## config.mk

```make
export PLATFORM = sky130hd
export DESIGN_NAME = mcu_spi_slave
export DESIGN_NICKNAME = d
export VERILOG_FILES = /design/src/rtl/mcu_spi_slave.sv
export SDC_FILE = /design/constraint.sdc
export NUM_CORES = 1
export LEC_CHECK = 0
export ABC_CLOCK_PERIOD_IN_PS = 1500
export CAP_MARGIN = 20
export CORE_AREA = 2 2 58 60
export CTS_CLUSTER_DIAMETER = 50
export CTS_CLUSTER_SIZE = 24
export DETAILED_ROUTE_END_ITERATION = 16
export DIE_AREA = 0 0 60 62
export PLACE_DENSITY_LB_ADDON = 0.1
export RECOVER_POWER = 25
export SLEW_MARGIN = 5
export SYNTH_ARGS = -nofsm -noshare
export SYNTH_HDL_FRONTEND = slang
export SYNTH_SLANG_ARGS = --single-unit
```

## constraint.sdc

```tcl
create_clock -name clk -period 1.5 [get_ports clk]
set_input_delay 0.3 -clock clk [delete_from_list [all_inputs] [get_ports clk]]
set_output_delay 0.3 -clock clk [all_outputs]
set_load 0.01 [all_outputs]
```

## src/rtl/mcu_spi_slave.sv

```systemverilog
// SPI mode-0 slave: receives MCU bytes in the clk domain and presents them as a byte strobe
// with a start-of-transaction flag; shifts a status byte back to the MCU on MISO.
module mcu_spi_slave #(
    parameter int SYNC_STAGES = 2
) (
    input  logic       clk,
    input  logic       reset,
    input  logic       spi_csn,
    input  logic       spi_sclk,
    input  logic       spi_mosi,
    output logic       spi_miso,
    input  logic [7:0] miso_data,
    output logic       data_out_strobe,
    output logic       data_out_start,
    output logic [7:0] data_out
);

    logic [SYNC_STAGES-1:0] r_csn_sync;
    logic [SYNC_STAGES-1:0] r_sclk_sync;
    logic [SYNC_STAGES-1:0] r_mosi_sync;

    logic w_csn_s;
    logic w_sclk_s;
    logic w_mosi_s;

    // History flops; the edge pulses are registered, so these line up with them in time.
    logic r_csn_h;
    logic r_sclk_h;
    logic r_mosi_h;
    logic r_rise;
    logic r_fall;
    logic r_csn_fall;

    logic       w_csn_low;
    logic [7:0] w_tx_next;

    logic [2:0] r_bit_cnt;
    logic       r_first;
    logic [6:0] r_rx_shift;
    logic [7:0] r_tx_shift;
    logic [7:0] r_data;
    logic       r_strobe;
    logic       r_start;
    logic       r_miso;

    always_ff @(posedge clk) begin
        if (reset) begin
            r_csn_sync  <= '1;
            r_sclk_sync <= '0;
            r_mosi_sync <= '0;
        end else begin
            r_csn_sync[0]  <= spi_csn;
            r_sclk_sync[0] <= spi_sclk;
            r_mosi_sync[0] <= spi_mosi;
            for (int i = 1; i < SYNC_STAGES; i++) begin
                r_csn_sync[i]  <= r_csn_sync[i-1];
                r_sclk_sync[i] <= r_sclk_sync[i-1];
                r_mosi_sync[i] <= r_mosi_sync[i-1];
            end
        end
    end

    assign w_csn_s  = r_csn_sync[SYNC_STAGES-1];
    assign w_sclk_s = r_sclk_sync[SYNC_STAGES-1];
    assign w_mosi_s = r_mosi_sync[SYNC_STAGES-1];

    always_ff @(posedge clk) begin
        if (reset) begin
            r_csn_h    <= 1'b1;
            r_sclk_h   <= 1'b0;
            r_mosi_h   <= 1'b0;
            r_rise     <= 1'b0;
            r_fall     <= 1'b0;
            r_csn_fall <= 1'b0;
        end else begin
            r_csn_h    <= w_csn_s;
            r_sclk_h   <= w_sclk_s;
            r_mosi_h   <= w_mosi_s;
            r_rise     <= w_sclk_s & ~r_sclk_h;
            r_fall     <= ~w_sclk_s & r_sclk_h;
            r_csn_fall <= ~w_csn_s & r_csn_h;
        end
    end

    assign w_csn_low = ~r_csn_h;

    // A fall with bit_cnt==0 follows a completed byte, so the next status byte is loaded there.
    always_comb begin
        w_tx_next = r_tx_shift;
        if (r_csn_fall) begin
            w_tx_next = miso_data;
        end else if (w_csn_low && r_fall) begin
            if (r_bit_cnt != 3'd0) begin
                w_tx_next = {r_tx_shift[6:0], 1'b0};
            end else begin
                w_tx_next = miso_data;
            end
        end
    end

    always_ff @(posedge clk) begin
        if (reset) begin
            r_bit_cnt  <= 3'd0;
            r_first    <= 1'b1;
            r_rx_shift <= 7'd0;
            r_tx_shift <= 8'd0;
            r_data     <= 8'd0;
            r_strobe   <= 1'b0;
            r_start    <= 1'b0;
            r_miso     <= 1'b0;
        end else begin
            r_strobe   <= 1'b0;
            r_start    <= 1'b0;
            r_tx_shift <= w_tx_next;
            r_miso     <= w_csn_low & w_tx_next[7];
            // Deselect drops any partial byte and re-arms the start flag.
            if (!w_csn_low) begin
                r_bit_cnt <= 3'd0;
                r_first   <= 1'b1;
            end else if (r_rise) begin
                r_rx_shift <= {r_rx_shift[5:0], r_mosi_h};
                r_bit_cnt  <= r_bit_cnt + 3'd1;
                if (r_bit_cnt == 3'd7) begin
                    r_data   <= {r_rx_shift, r_mosi_h};
                    r_strobe <= 1'b1;
                    r_start  <= r_first;
                    r_first  <= 1'b0;
                end
            end
        end
    end

    assign data_out_strobe = r_strobe;
    assign data_out_start  = r_start;
    assign data_out        = r_data;
    assign spi_miso        = r_miso;

endmodule

```

==> insert_results.sql <==
INSERT INTO impl_metrics (metric_group, metric, value, unit) VALUES
('cells_and_area', 'nFillCells', '278', ''),
('die', 'die-area', '0.00372', 'mm^2'),
('sta', 'worstMarginPinSlew', '0.409', 'ns'),
('sta', 'setup_tns', '0', 'ns'),
('sta', 'report.final.slew_viol_count', '0', ''),
('worst_setup_path', 'cp-start-kind', 'flip-flop', ''),
('cells_and_area', 'area_taken_by_flip_flops_and_latches', '841', 'um^2'),
('synth', 'combinational_family_with_the_most_area_after_synthesis', 'simple AND/OR/NAND/NOR gates', ''),
('hold_path', 'min_path_cells', '1', ''),
('pwr', 'internal-power', '1.37', 'mW'),
('global_route', 'grt_pass1_vias', '1144', ''),
('placed_design', 'final_estimated_routing_congestion_in_global_placement', '0.715', ''),
('routing', 'detail_route.iter0.violations', '57', ''),
('pwr', 'netSwitchingFraction', '0.224', ''),
('hold_path', 'hp-class', 'reg -> reg', ''),
('pwr', 'ir_drop', '0.593', 'mV'),
('die', 'start_util', '0.494', ''),
('sta', 'fin_skew', '0.00572', 'ns'),
('die', 'rows', '21', ''),
('pwr', 'finalPower', '1.76', 'mW'),
('routing', 'first_pass_iters', '4', ''),
('pwr', 'leakage', '0.728', 'nW'),
('cells_and_area', 'layout.nets', '208', ''),
('pwr', 'power.density_cell_area', '928', 'mW/mm^2'),
('global_route', 'pin_count_of_the_biggest_net_entering_global_routing', '23', ''),
('sta', 'finalHoldViolCount', '0', ''),
('clock_network', 'cts.clk_slew.worst_paths', '0.12', 'ns'),
('global_route', 'antenna_found_initial', '0', ''),
('routing', 'routed_wire_length_per_instance', '11.5', 'um'),
('sta', 'timing.fmax', '725', 'MHz'),
('routing', 'routed_wl', '2760', 'um'),
('worst_setup_path', 'crit_required', '1.72', 'ns'),
('synth', 'synthesized_cell_area', '0.00157', 'mm^2'),
('worst_setup_path', 'worst-r2r-cell-count', '5', ''),
('synth', 'synthSimpleGateAreaFrac', '0.257', ''),
('routing', 'drtAntennaViolNets', '0', ''),
('worst_setup_path', 'startpoint', 'r_bit_cnt[0]', ''),
('die', 'fp.coreArea', '0.00318', 'mm^2'),
('cells_and_area', 'flow.area_growth_from_synthesis', '20.7', '%'),
('synth', 'post_synth.cell_area_avg', '9.52', 'um^2'),
('sta', 'setup_ws_post_layout', '0.121', 'ns'),
('pwr', 'power.clock.fraction', '0.305', ''),
('synth', 'synth.yosys.warnings', '0', ''),
('synth', 'synth_seq_cells', '42', ''),
('synth', 'synth_nets', '181', ''),
('outcome', 'status', 'finished, final reports clean', ''),
('clock_network', 'cts-buffers-inserted', '5', ''),
('worst_setup_path', 'criticalPathCategory', 'reg -> reg', ''),
('clock_network', 'longest_clk_path_bufs', '2', ''),
('die', 'ioPinCount', '24', ''),
('clock_network', 'cts_setup_buffers', '0', ''),
('clock_network', 'h-tree-depth', '2', ''),
('synth', 'postSynthCellCount', '165', ''),
('pwr', 'netSwitchingPower', '0.394', 'mW'),
('cells_and_area', 'final_core_utilization', '0.596', ''),
('synth', 'unique_masters_post_synth', '30', ''),
('routing', 'drc_errors', '0', ''),
('sta', 'max_slew_margin', '0.727', ''),
('global_route', 'globalRouteMet2Util', '0.293', ''),
('synth', 'synth_seq_area_share', '0.535', ''),
('cells_and_area', 'antenna_cells_inserted', '0', ''),
('worst_setup_path', 'worstPathArrival', '1.60', 'ns'),
('clock_network', 'clock-sinks', '42', ''),
('hold_path', 'holdCritStartpoint', 'r_sclk_h', ''),
('pwr', 'sequential_power_share', '0.648', ''),
('synth', 'synth-adder-area-share', '0.0239', ''),
('global_route', 'grt_util_met3', '0.0704', ''),
('sta', 'final.period_utilization', '0.919', ''),
('synth', 'synth_compound_area_frac', '0.114', ''),
('global_route', 'groute.usage.overall', '0.171', ''),
('worst_setup_path', 'reg2reg_from', 'r_bit_cnt[0]', '');
timing repair:
action                                  in CTS  in global routing
resized for setup                           11                  0
hold buffers                                 0                  0
endpoints found under the setup margin      11                  0
power groups by stage:
stage / sequential (mW) / combinational [mW] / clock (mW)
after floorplan: 1.16 / 0.0421 / 0
after global placement: 1.16 / 0.0830 / 0
after detailed placement: 1.16 / 0.0860 / 0
after CTS: 1.14 / 0.0862 / 0.561
after global routing: 1.14 / 0.0913 / 0.614
final: 1.14 / 0.0836 / 0.536
routing by layer:
layer,vias to the layer above,routed length [um]
li1,623,-
met1,554,1310
met2,19,1330
met3,2,93
met4,0,20
met5,-,0
state kept, by name, summed over array words and instances (netlist names), 2 cells and up:
signal and flops:
r_bit_cnt 3, data_out 8, r_tx_shift 8, r_mosi_sync 2, r_rx_shift 7, r_sclk_sync 2, r_csn_sync 2
metrics by stage:
stage | instance area (um^2) | hold WS (ns) | cells
after CTS | 1900 | 0.412 | 239
final | 1900 | 0.409 | 239
after global placement | 1860 | 0.398 | 231
after detailed placement | 1860 | 0.399 | 231
after global routing | 1900 | 0.443 | 239
after floorplan | 1570 | 0.379 | 165
final timing paths:
check                  end  slack [ns]
setup reg to reg  spi_miso        0.12
setup / recovery  spi_miso        0.12
hold reg to reg     r_rise        0.41
hold / removal      r_rise        0.41
placed cells by master, fill, tap and decap left out, drive strengths merged:
cell type      count
nand2             22
ha                 3
nand4              7
and4bb             1
a31oi              7
clkbuf             7
nor2b              9
a311oi             1
nand2b             2
clkdlybuf4s50     11
or2b               1
and2               1
dlygate4sd3        1
nor3b              1
a21oi             16
nor3               4
buf                6
nand3             16
xnor2              1
or2                3
nor2               3
mux2i              2
nand3b             1
dfxtp             42
inv                4
o21ai              8
clkinv             2
dlygate4sd2       11
critical path, stage by stage, from the launching register on:
cell,delay [ns]
sky130_fd_sc_hd__dfxtp_1,0.39
sky130_fd_sc_hd__inv_1,0.06
sky130_fd_sc_hd__ha_1,0.20
sky130_fd_sc_hd__and4bb_2,0.29
sky130_fd_sc_hd__o21ai_1,0.21
sky130_fd_sc_hd__a311oi_2,0.12
area by class of cell:
type,instances,area share
Sequential cell,42,0.444
Multi-Input combinational cell,109,0.343
Timing Repair Buffer,30,0.147
Tap cell,46,0.0304
Clock buffer,6,0.0218
Inverter,4,0.00792
Clock inverter,2,0.00726
cells in the mapped netlist, drive strengths merged:
| cell type | number | area [um^2] |
|---|---|---|
| xnor2 | 1 | 8.76 |
| nor2 | 3 | 13.8 |
| nand4 | 7 | 50.1 |
| or2 | 3 | 18.8 |
| or2b | 1 | 8.76 |
| nand2b | 2 | 12.5 |
| inv | 4 | 15.0 |
| and2 | 1 | 6.26 |
| a311oi | 1 | 15.0 |
| o21ai | 8 | 40.0 |
| dfxtp | 42 | 841 |
| nand2 | 22 | 82.6 |
| nor3 | 4 | 20.0 |
| a31oi | 7 | 43.8 |
| buf | 7 | 53.8 |
| ha | 3 | 37.5 |
| nor3b | 1 | 7.51 |
| nor2b | 9 | 71.3 |
| a21oi | 16 | 80.1 |
| mux2i | 2 | 20.0 |
| and4bb | 1 | 12.5 |
| nand3b | 1 | 20.0 |
| nand3 | 16 | 80.1 |
| clkbuf | 3 | 11.3 |
cell families (layout without fill, tap and decap cells):
family,after synthesis,in the layout
AND/OR/NAND/NOR,71,71
flip-flops,42,42
AO/OA/AOI/OAI,32,32
buffers and inverters,14,42
adder cells (fa/ha/maj),3,3
multiplexers,2,2
XOR/XNOR,1,1
No activity file was read; power rests on OpenSTA's default activity.
